===== src/rtl/if_fetch_ctrl_if.sv =====
// Instruction-bus and IF->ID handshake bundle for the fetch controller.
// The master side is the controller; the slave side is the bus and the ID stage.
interface if_fetch_ctrl_if;
  logic        inst_req;
  logic [31:0] inst_addr;
  logic        inst_addr_ok;
  logic        inst_data_ok;
  logic [31:0] inst_rdata;
  logic        o_if_valid;
  logic        i_if_ready;
  logic [31:0] if_pc;
  logic [31:0] if_inst;

  modport master (
    output inst_req, inst_addr, o_if_valid, if_pc, if_inst,
    input  inst_addr_ok, inst_data_ok, inst_rdata, i_if_ready
  );

  modport slave (
    input  inst_req, inst_addr, o_if_valid, if_pc, if_inst,
    output inst_addr_ok, inst_data_ok, inst_rdata, i_if_ready
  );
endinterface


===== src/rtl/if_fetch_ctrl.sv =====
// Instruction-fetch controller: one outstanding bus request, single-entry
// instruction buffer toward IF->ID, branch redirect with stale-response drop.
//
// state | meaning
// IDLE  | just out of reset, request starts next cycle
// REQ   | inst_req high at fetch_pc, waiting for addr_ok
// WAIT  | one accepted request outstanding, waiting for data_ok
// HOLD  | buffer full, o_if_valid high until ID accepts or a branch flushes it
module if_fetch_ctrl #(
  parameter logic [31:0] RESET_PC = 32'h1c00_0000
) (
  input  logic            clk,
  input  logic            rst,
  input  logic            br_taken,
  input  logic [31:0]     br_target,
  if_fetch_ctrl_if.master bus
);

  typedef enum logic [1:0] {IDLE, REQ, WAIT, HOLD} state_e;

  state_e      state_q, state_d;
  logic [31:0] fetch_pc_q, fetch_pc_d;
  logic [31:0] redir_pc_q, redir_pc_d;
  logic [31:0] buf_pc_q, buf_pc_d;
  logic [31:0] buf_inst_q, buf_inst_d;
  logic        discard_q, discard_d;
  logic        redir_pend_q, redir_pend_d;
  logic        inst_req_q, inst_req_d;
  logic        if_valid_q, if_valid_d;

  logic [31:0] br_tgt_w;
  logic [31:0] newest_tgt;
  logic        redir_any;

  assign br_tgt_w   = br_target & ~32'd3;
  // A redirect arriving this cycle supersedes one parked while addr_ok was low.
  assign newest_tgt = br_taken ? br_tgt_w : redir_pc_q;
  assign redir_any  = redir_pend_q | br_taken;

  always_comb begin
    state_d      = state_q;
    fetch_pc_d   = fetch_pc_q;
    redir_pc_d   = redir_pc_q;
    buf_pc_d     = buf_pc_q;
    buf_inst_d   = buf_inst_q;
    discard_d    = discard_q;
    redir_pend_d = redir_pend_q;

    case (state_q)
      IDLE: state_d = REQ;

      REQ: begin
        if (bus.inst_addr_ok) begin
          state_d   = WAIT;
          discard_d = redir_any;
          if (redir_any) begin
            fetch_pc_d   = newest_tgt;
            redir_pend_d = 1'b0;
          end
        end else if (br_taken) begin
          // inst_addr must not move while inst_req is high, so park the target.
          redir_pend_d = 1'b1;
          redir_pc_d   = br_tgt_w;
        end
      end

      WAIT: begin
        if (bus.inst_data_ok) begin
          if (discard_q || br_taken) begin
            discard_d = 1'b0;
            state_d   = REQ;
            if (br_taken) fetch_pc_d = br_tgt_w;
          end else begin
            buf_pc_d   = fetch_pc_q;
            buf_inst_d = bus.inst_rdata;
            fetch_pc_d = fetch_pc_q + 32'd4;
            state_d    = HOLD;
          end
        end else if (br_taken) begin
          discard_d  = 1'b1;
          fetch_pc_d = br_tgt_w;
        end
      end

      HOLD: begin
        if (br_taken) begin
          fetch_pc_d = br_tgt_w;
          state_d    = REQ;
        end else if (bus.i_if_ready) begin
          state_d = REQ;
        end
      end

      default: state_d = IDLE;
    endcase

    inst_req_d = (state_d == REQ);
    if_valid_d = (state_d == HOLD);
  end

  always_ff @(posedge clk) begin
    if (rst) begin
      state_q      <= IDLE;
      fetch_pc_q   <= RESET_PC;
      redir_pc_q   <= RESET_PC;
      buf_pc_q     <= RESET_PC;
      buf_inst_q   <= '0;
      discard_q    <= 1'b0;
      redir_pend_q <= 1'b0;
      inst_req_q   <= 1'b0;
      if_valid_q   <= 1'b0;
    end else begin
      state_q      <= state_d;
      fetch_pc_q   <= fetch_pc_d;
      redir_pc_q   <= redir_pc_d;
      buf_pc_q     <= buf_pc_d;
      buf_inst_q   <= buf_inst_d;
      discard_q    <= discard_d;
      redir_pend_q <= redir_pend_d;
      inst_req_q   <= inst_req_d;
      if_valid_q   <= if_valid_d;
    end
  end

  assign bus.inst_req   = inst_req_q;
  assign bus.inst_addr  = fetch_pc_q;
  assign bus.o_if_valid = if_valid_q;
  assign bus.if_pc      = buf_pc_q;
  assign bus.if_inst    = buf_inst_q;

endmodule


===== src/flat_wrapper.sv =====
// flat-port wrapper written by rule: the top's interface ports become plain ports
module if_fetch_ctrl_flat 
#(
  parameter logic [31:0] RESET_PC = 32'h1c00_0000
)
  (clk, rst, br_taken, br_target, bus_inst_req, bus_inst_addr, bus_o_if_valid, bus_if_pc, bus_if_inst, bus_inst_addr_ok, bus_inst_data_ok, bus_inst_rdata, bus_i_if_ready);
  if_fetch_ctrl_if bus_i ();
  input  logic clk;
  input  logic rst;
  input  logic br_taken;
  input  logic [31:0] br_target;
  output wire logic [$bits(bus_i.inst_req)-1:0] bus_inst_req;
  output wire logic [$bits(bus_i.inst_addr)-1:0] bus_inst_addr;
  output wire logic [$bits(bus_i.o_if_valid)-1:0] bus_o_if_valid;
  output wire logic [$bits(bus_i.if_pc)-1:0] bus_if_pc;
  output wire logic [$bits(bus_i.if_inst)-1:0] bus_if_inst;
  input wire logic [$bits(bus_i.inst_addr_ok)-1:0] bus_inst_addr_ok;
  input wire logic [$bits(bus_i.inst_data_ok)-1:0] bus_inst_data_ok;
  input wire logic [$bits(bus_i.inst_rdata)-1:0] bus_inst_rdata;
  input wire logic [$bits(bus_i.i_if_ready)-1:0] bus_i_if_ready;
  assign bus_inst_req = bus_i.inst_req;
  assign bus_inst_addr = bus_i.inst_addr;
  assign bus_o_if_valid = bus_i.o_if_valid;
  assign bus_if_pc = bus_i.if_pc;
  assign bus_if_inst = bus_i.if_inst;
  assign bus_i.inst_addr_ok = bus_inst_addr_ok;
  assign bus_i.inst_data_ok = bus_inst_data_ok;
  assign bus_i.inst_rdata = bus_inst_rdata;
  assign bus_i.i_if_ready = bus_i_if_ready;
  if_fetch_ctrl #(.RESET_PC(RESET_PC)) u_core (.clk(clk), .rst(rst), .br_taken(br_taken), .br_target(br_target), .bus(bus_i));
endmodule

===== config.mk =====
export PLATFORM = sky130hd
export DESIGN_NAME = if_fetch_ctrl_flat
export DESIGN_NICKNAME = d
export VERILOG_FILES = /design/src/rtl/if_fetch_ctrl_if.sv /design/src/rtl/if_fetch_ctrl.sv /design/src/flat_wrapper.sv
export SDC_FILE = /design/constraint.sdc
export NUM_CORES = 1
export LEC_CHECK = 0
export BUFFER_PORTS_ARGS = -buffer_cell sky130_fd_sc_hd__buf_2
export CAP_MARGIN = 20
export CORE_AREA = 4 4 124 126
export DETAILED_ROUTE_END_ITERATION = 6
export DIE_AREA = 0 0 128 130
export PLACE_DENSITY = 0.69
export REMOVE_ABC_BUFFERS = 1
export SKIP_CTS_REPAIR_TIMING = 1
export SYNTH_ARGS = -nofsm -noshare
export SYNTH_HDL_FRONTEND = slang
export SYNTH_SLANG_ARGS = --single-unit

===== constraint.sdc =====
create_clock -name clk -period 2.9 [get_ports clk]
set_input_delay 0.435 -clock clk [delete_from_list [all_inputs] [get_ports clk]]
set_output_delay 0.435 -clock clk [all_outputs]
set_load 0.1 [all_outputs]

# ---- Word level (Yosys, flattened, before mapping)
# Index checks and enable logic that the tools add are counted.
dict set report word_totals {
  output_inout_bits 98
  register_bits 134
  word_cells 53
  input_bits 70
}
dict set report op_classes {
  bitwise 3
  eq_ne 10
  n_reduce_logical 10
  addsub 1
  mux 20
}
# op n
set ops {}
lappend ops {{$mux W32} 6}
lappend ops {{$pmux W32 S3} 1}
lappend ops {{$add A32 B3 Y32 const B} 1}
lappend ops {{$mux W2} 5}
lappend ops {{$reduce_and A3 Y1} 3}
lappend ops {{$pmux W2 S4} 1}
lappend ops {{$eq A2 B2 Y1 const B} 3}
lappend ops {{$mux W1} 6}
lappend ops {{$eq A2 B1 Y1 const B} 2}
lappend ops {{$ne A2 B1 Y1 const B} 2}
lappend ops {{$reduce_and A4 Y1} 1}
lappend ops {{$reduce_bool A2 Y1} 2}
lappend ops {{$ne A3 B2 Y1 const B} 1}
lappend ops {{$ne A3 B3 Y1 const B} 1}
lappend ops {{$reduce_bool A3 Y1} 1}
lappend ops {{$logic_not A2 Y1} 1}
lappend ops {{$ne A2 B2 Y1 const B} 1}
lappend ops {{$not A1 Y1} 2}
lappend ops {{$pmux W1 S2} 1}
lappend ops {{$reduce_and A2 Y1} 1}
lappend ops {{$logic_or A1 B1 Y1} 1}
lappend ops {{$or A1 B1 Y1} 1}

# ---- Logic depth before layout (Yosys ltp)
# Gate-level depths: netlist of the first run.
dict set report logic_depth {
  ltp_word 5
  depth_mapped 8
  ltp_nobuf 7
}

# ---- Worst setup path before layout of the first run
# No wires, ideal clock.
dict set report synth_path {
  path_type {reg-to-reg}
  startpoint {reg u_core.fetch_pc_q[5] (netlist: u_core.bus.inst_addr[5])}
  endpoint {reg u_core.fetch_pc_q[21] (netlist: u_core.bus.inst_addr[21])}
  synth_period_minus_slack_ns 2.653
  setup_slack_ns 0.247
  t_required_ns 2.783
  n_path_buf 2
  setup_time_ns 0.117
  arrival_time_ns 2.535
  stages_incl_launch_ff 8
  cell_sequence {dfxtp_1 buf_2 nand4_2 buf_6 or4_4 o21ai_2 nand2_1 a32o_1}
}
dict set report synth_between {
  elab_chain_cells 4
}
# element line
set synth_lines {}
lappend synth_lines {{from (decl)} if_fetch_ctrl.sv:22} ;# logic [31:0] fetch_pc_q, fetch_pc_d;
lappend synth_lines {{from (signal assigned)} if_fetch_ctrl.sv:114} ;# fetch_pc_q <= fetch_pc_d;
lappend synth_lines {{$add A32 B3 Y32} if_fetch_ctrl.sv:76} ;# fetch_pc_d = fetch_pc_q + 32'd4;
lappend synth_lines {{$mux W32} if_fetch_ctrl.sv:69} ;# if (discard_q || br_taken) begin
lappend synth_lines {{$mux W32} if_fetch_ctrl.sv:68} ;# if (bus.inst_data_ok) begin
lappend synth_lines {{$pmux W32 S3} if_fetch_ctrl.sv:49} ;# case (state_q)
# No other way between the ends.
# A chain may end at the register's enable or synchronous reset.

# ---- Worst setup path after layout of the first run
dict set report layout_path {
  startpoint {reg u_core.state_q[0]}
  endpoint {reg u_core.fetch_pc_q[22] (netlist: u_core.bus.inst_addr[22])}
}
dict set report layout_between {
  elab_chain_cells 3
  elab_cells_between_ends 8
  classes_between {eq/ne (5); mux (1); reduce/logical (2)}
}
# element line
set layout_lines {}
lappend layout_lines {{from (decl)} if_fetch_ctrl.sv:21} ;# state_e state_q, state_d;
lappend layout_lines {{from (signal assigned)} if_fetch_ctrl.sv:113} ;# state_q <= state_d;
lappend layout_lines {{$eq A2 B1 Y1 or $eq A2 B2 Y1 (tied branches)} if_fetch_ctrl.sv:49}
lappend layout_lines {{$ne A2 B1 Y1 (no line) (tied with other cells)} -}
lappend layout_lines {{$reduce_and A3 Y1 (no line)} -}
# Several ways; a longest one is shown, not always the timed one.

==> reports/qor.yml, run 1 <==
die:
  core-area_um2: 14300
  initial_core_util_pct: 44.0
  die_area_um2: 16600
  io_pins: 168
  rows: 44
  die_w_um: 128
  dieHeight_um: 130
synth:
  synth.area.top_cells: "dfxtp_1 (43%), nand2_1 (13%), a21oi_1 (9.0%), o21ai_0 (2.7%), clkbuf_1 (2.6%)"
  synth_cell_types: 70
  ys.flop_type: "dfxtp_1"
  postSynthCellCount: 830
  synth_top_area_cell: "dfxtp_1"
  synth_seq_cells: 134
  synthTopCellsByCount: "nand2_1 (223), dfxtp_1 (134), a21oi_1 (113), clkbuf_1 (43), o21ai_0 (34)"
  yosysTopAreaCellShare_pct: 42.6
  synth-edff-count: 0
  synth_warnings: 0
  yosysMostFrequentCell: "nand2_1"
  synth_area_per_cell_um2: 7.58
  synth.cell_area_um2: 6290
  ys_seq_area_share_pct: 42.6
  synthArstFlopShare_pct: 0
layout:
  antennaDiodeCount: 0
  final_util_pct: 55.5
  n_fill_cell: 1413
  final_cell_count_no_fill: 1170
  drive_gt1_share_pct: 24.6
  nets: 1049
  area_growth_pct: 26.1
  finalInstanceArea_um2: 7940
hold_path:
  worstHoldPathType: "in2reg"
sta:
  max_slew_margin_pct: 42.8
  final.period_utilization_pct: 86.1
  hold_violations: 0
  clock_skew_ns: 0.00787
  tightest_slew_ns: 0.854
  timing.fmax_mhz: 401
  timing.final.ws_setup_ns: 0.404
  finalSetupViolations: 0
  rsz0062_at_grt: "false"
  hold_ws_ns: 0.236
  finalCriticalPeriod_ns: 2.50
  drv_slew: 0
critical_path:
  reg2reg_depth: 6
  crit_type: "reg2reg"
  slowest_delay_ns: 0.49
  worst_setup_path_start_kind: "register"
  r2r_slack_ns: 0.40
  r2r-end: "u_core.bus.inst_addr[22]"
  cp.arrival_ns: 2.84
  endpoint: "u_core.bus.inst_addr[22]"
  regToRegStartpoint: "u_core.state_q[0]"
  startpoint: "u_core.state_q[0]"
  endpoint_kind: "register"
  crit_chain: "inv_1, ha_1, and4bb_4, o211ai_1, or3_1, a31oi_1"
  critPathRequiredTime_ns: 3.25
  crit_fanout: 18
  cp_slowest_cell: "and4bb_4"
grt:
  grt-ovfl-total: 0
  grt_pass1_wl_um: 30200
  grt_usage_pct: 22.6
  antenna_found_initial: 0
  grt_max_degree: 112
  grt_pass1_vias: 5894
detailed_routing:
  ant_nets: 0
  viasPerCell: 5.57
  drc: 0
  post_drt_wl_per_cell_um: 16.5
  drt-total-wl_um: 19300
  first_pass_iters: 5
  first_iter_violations: 518
  vias: 6514
cts:
  clk_pin_slew_ns: 0.06
  cts_tree: "done"
  cts_buffers: 17
  cts_htree_levels: 4
  cts_root_buf: "clkbuf_16"
  clock_latency_ns: 0.42
  clock_sinks: 134
  clockBufferDepth: 2
placed_design:
  placement.cell_area_um2: 7310
  dpl.cell_count: 1139
  numPortBuffers: 165
  gp_congestion: 0.869
  dpl.hpwl_um: 12800
  dp_slack_ns: 0.454
job:
  cap_violations: 0
pwr:
  p_leak_nw: 3.23
  power_density_nw_per_um2: 645
  peakVddDrop_mv: 0.387
outcome:
  status: "finished clean"
==> cell type report <==
cell class                 instances  area [um^2]  share of cell area [%]
clock buffer                      21          480                    6.05
clock inverter                    10          144                    1.81
inverter                          15         56.3                   0.709
multi-input combinational        613         3290                    41.5
sequential                       134         2680                    33.8
tap                              184          230                    2.90
timing repair buffer             193         1050                    13.2
==> worst max-delay path, delay by kind of cell (launching register included) <==
family / cells / cell delay [ns]
AOI/OAI and AO/OA: 2 / 0.57
and+or+nand+nor: 2 / 0.95
buffers and inverters: 1 / 0.09
DFF: 1 / 0.34
adders and majority gates: 1 / 0.48
==> worst min path at each step <==
stage,startpoint,endpoint,slack [ns],depth (start not counted)
6_report,br_target[26],u_core.redir_pc_q[26],0.24,3
5_1_grt,bus_inst_rdata[14],u_core.bus.if_inst[14],0.24,3
4_1_cts,br_target[26],u_core.redir_pc_q[26],0.23,3
3_5_place_dp,u_core.bus.if_inst[12],u_core.bus.if_inst[12],0.44,2
3_3_place_gp,u_core.redir_pc_q[8],u_core.redir_pc_q[8],0.44,2
2_1_floorplan,u_core.redir_pc_q[2],u_core.redir_pc_q[2],0.43,2
==> sequential cells by signal (all words and copies together) (netlist names) <==
signal / cells
u_core.bus.if_pc: 32
u_core.redir_pc_q: 32
u_core.bus.inst_req: 1
u_core.bus.o_if_valid: 1
u_core.state_q: 2
u_core.bus.if_inst: 32
u_core.bus.inst_addr: 32
u_core.discard_q: 1
u_core.redir_pend_q: 1
==> layer usage <==
| layer | routed length [um] | vias to the layer above | global-route usage, % |
|---|---|---|---|
| li1 | - | 3215 | - |
| met2 | 9190 | 213 | 35.9 |
| met3 | 1130 | 28 | 4.91 |
| met1 | 8650 | 3058 | 30.3 |
| met5 | 0 | - | 0 |
| met4 | 364 | 0 | 8.68 |
==> stage by stage <==
step | total power [mW] | TNS (ns)
finish | 5.12 | 0
global route | 5.30 | 0
CTS | 5.15 | 0
detailed placement | 2.87 | 0
global placement | 2.87 | 0
floorplan | 2.59 | -32.06
==> cell families after synthesis <==
logic type                 Yosys count  share of synthesized area, %
buffers and inverters               83                          5.41
AOI/OAI and AO/OA                  240                          23.8
xor gates and xnor gates             4                         0.557
DFF                                134                          42.6
adders and majority gates            5                         0.994
muxes                                5                         0.795
and+or+nand+nor                    359                          25.9
==> placed cells by master (no fill, tap or decap), types with 4 or more instances in the layout <==
cell / netlist / final
a211oi_1: 4 / 4
a21oi_1: 113 / 113
a221oi_1: 7 / 7
a22oi_1: 7 / 7
a31oi_1: 11 / 11
a32o_1: 6 / 6
and3_1: 13 / 13
buf_2: 14 / 164
buf_4: 1 / 28
clkbuf_16: 0 / 17
clkbuf_8: 0 / 4
dfxtp_1: 134 / 134
ha_1: 5 / 5
inv_1: 14 / 14
mux2i_1: 5 / 5
nand2_1: 223 / 223
nand2b_1: 9 / 9
nand3_1: 26 / 26
nand4_1: 12 / 12
nor2_1: 33 / 32
nor3_1: 9 / 9
nor4_1: 5 / 5
o211ai_1: 7 / 7
o21a_1: 6 / 6
o21ai_0: 34 / 34
o221ai_1: 4 / 4
or3_1: 4 / 4
==> power breakdown <==
| group | switching, mW | internal [mW] | total (mW) |
|---|---|---|---|
| clock | 0.840 | 1.44 | 2.28 |
| sequential | 0.0913 | 1.91 | 2.00 |
| combinational | 0.626 | 0.214 | 0.840 |
Power figures use the tool's default switching activity.
==> inputs of run 2 (changes only) <==
==> constraint.sdc (replaced) <==
create_clock -name clk -period 2.9 [get_ports clk]
set_input_delay 0.725 -clock clk [delete_from_list [all_inputs] [get_ports clk]]
set_output_delay 0.725 -clock clk [all_outputs]
set_load 0.1 [all_outputs]
==> run 2 against run 1 <==
First-iteration DRC count rose by 4.1%. Utilization increased by 0.48 points. Worst setup slack improved by 0.077 ns. Via count shrank 0.97%. Highest routed layer unchanged.
==> reports/qor.yml, run 2 (synthesis results as in run 1) <==
detailed_routing:
  drc: 0  # unchanged
  first_iter_violations: 539  # +4.1%
  post_drt_wl_per_cell_um: 16.3  # -1.6%
  ant_nets: 0  # unchanged
  drt-total-wl_um: 19100  # -1.0%
  vias: 6451  # -0.97%
  first_pass_iters: 5  # unchanged
  viasPerCell: 5.48  # -1.6%
sta:
  drv_slew: 0  # unchanged
  finalCriticalPeriod_ns: 2.42  # -0.0766 ns
  rsz0062_at_grt: "false"
  finalSetupViolations: 0  # unchanged
  max_slew_margin_pct: 52.4  # +9.6 points
  hold_ws_ns: 0.449  # +0.213 ns
  tightest_slew_ns: 0.714  # -0.141 ns
  timing.fmax_mhz: 413  # +3.2%
  hold_violations: 0  # unchanged
  timing.final.ws_setup_ns: 0.481  # +0.0766 ns
  clock_skew_ns: 0.0101  # +0.00225 ns
  final.period_utilization_pct: 83.4  # -2.6 points
pwr:
  internal-power_mw: 3.54  # -0.71%
  power_density_nw_per_um2: 638  # -1.1%
  p_sw_mw: 1.57  # +0.84%
  pwr-share-clk_pct: 44.3  # -0.3 points
  peakVddDrop_mv: 0.453  # +17%
  p_comb_share_pct: 16.6  # +0.2 points
  switching_share_pct: 30.7  # +0.33 points
  p_leak_nw: 3.26  # +1.1%
  pwr-share-seq_pct: 39.1  # about the same
layout:
  area_growth_pct: 27.2
  nets: 1055  # +0.57%
  drive_gt1_share_pct: 25.2  # +0.53 points
  final_common_cell: "nand2_1"
  antennaDiodeCount: 0  # unchanged
  n_fill_cell: 1425  # +0.85%
  final_cell_mix: "nand2_1 (223), buf_2 (164), dfxtp_1 (134)"
critical_path:
  crit_type: "reg2reg"
  crit_fanout: 17  # -1
  cp.arrival_ns: 2.71  # -0.13 ns
  critPathRequiredTime_ns: 3.19  # -0.06 ns
  startpoint: "u_core.state_q[1]"
  worst_setup_path_start_kind: "register"
  regToRegStartpoint: "u_core.state_q[1]"
  endpoint_kind: "register"
die:
  core-area_um2: 14300  # unchanged
  io_pins: 168  # unchanged
  initial_core_util_pct: 44.0  # unchanged
  dieHeight_um: 130  # unchanged
  rows: 44  # unchanged
  die_w_um: 128  # unchanged
  die_area_um2: 16600  # unchanged
cts:
  cts_htree_levels: 4  # unchanged
  cts_root_buf: "clkbuf_16"
  clock_latency_ns: 0.42  # about the same
  clk_pin_slew_ns: 0.06  # about the same
  cts_buffers: 17  # unchanged
  clock_sinks: 134  # unchanged
  cts_tree: "done"
  clockBufferDepth: 2  # unchanged
grt:
  antenna_found_initial: 0  # unchanged
  grt-ovfl-total: 0  # unchanged
  grt_pass1_vias: 5714  # -3.1%
  grt_max_degree: 68  # -39%
  grt_pass1_wl_um: 29900  # -1.2%
  grt_usage_pct: 22.4  # -0.24 points
placed_design:
  gp_congestion: 0.836  # -3.8%
  dp_slack_ns: 0.504  # +0.0493 ns
  numPortBuffers: 165  # unchanged
  dpl.hpwl_um: 13000  # +1.4%
hold_path:
  worstHoldPathType: "reg2reg"
  hold_start: "u_core.bus.if_inst[13]"
outcome:
  status: "finished clean"
job:
  cap_violations: 0  # unchanged
## run 2: per-stage QoR
step | TNS, ns | instance area, um^2 | power [mW] | instances | util, %
6_report | 0 | 8010 | 5.11 | 1177 | 55.9
5_1_grt | 0 | 8010 | 5.31 | 1177 | 55.9
4_1_cts | 0 | 8010 | 5.15 | 1177 | 55.9
3_5_place_dp | 0 | 7380 | 2.88 | 1145 | 51.6
3_3_place_gp | 0 | 7380 | 2.88 | 1145 | 51.6
2_1_floorplan | -32.06 | 6010 | 2.59 | 762 | -
## run 2: area by class of cell
cell class	count	area, um^2	area share [%]
clock inverters	13	170	2.12
inverters	15	56.3	0.703
well taps	184	230	2.88
multi-input cells	613	3290	41.1
clock buffers	19	453	5.66
repair buffers	199	1120	14.0
flip-flops and latches	134	2680	33.5
## run 2: final timing paths
check                                                 to  slack, ns  depth (start not counted)
worst max-delay path            u_core.bus.inst_addr[18]       0.48                          5
worst max register to register  u_core.bus.inst_addr[18]       0.48                          5
worst min register to register    u_core.bus.if_inst[13]       0.45                          2
worst min-delay path              u_core.bus.if_inst[13]       0.45                          2
## run 2: power by group through the flow
stage | combinational, mW | sequential (mW) | clock, mW
after floorplan | 0.247 | 2.34 | 0
after global placement | 0.841 | 2.04 | 0
after detailed placement | 0.844 | 2.04 | 0
after CTS | 0.848 | 2.00 | 2.30
after global routing | 0.904 | 2.01 | 2.39
final | 0.848 | 2.00 | 2.26
## run 2: critical path: stages (launching register included)
cell	delay [ns]
dfxtp_1	0.40
ha_1	0.63
nand2b_1	0.40
o221a_2	0.39
a2111oi_0	0.40
nor3_1	0.09
## run 2: routing by layer
metal	track usage [%]	vias to the layer above	share of wire, %
met5	0	-	0
met4	7.18	0	1.7
met3	5.08	28	7.2
met2	37.0	234	48
met1	29.2	2968	43
li1	-	3221	-
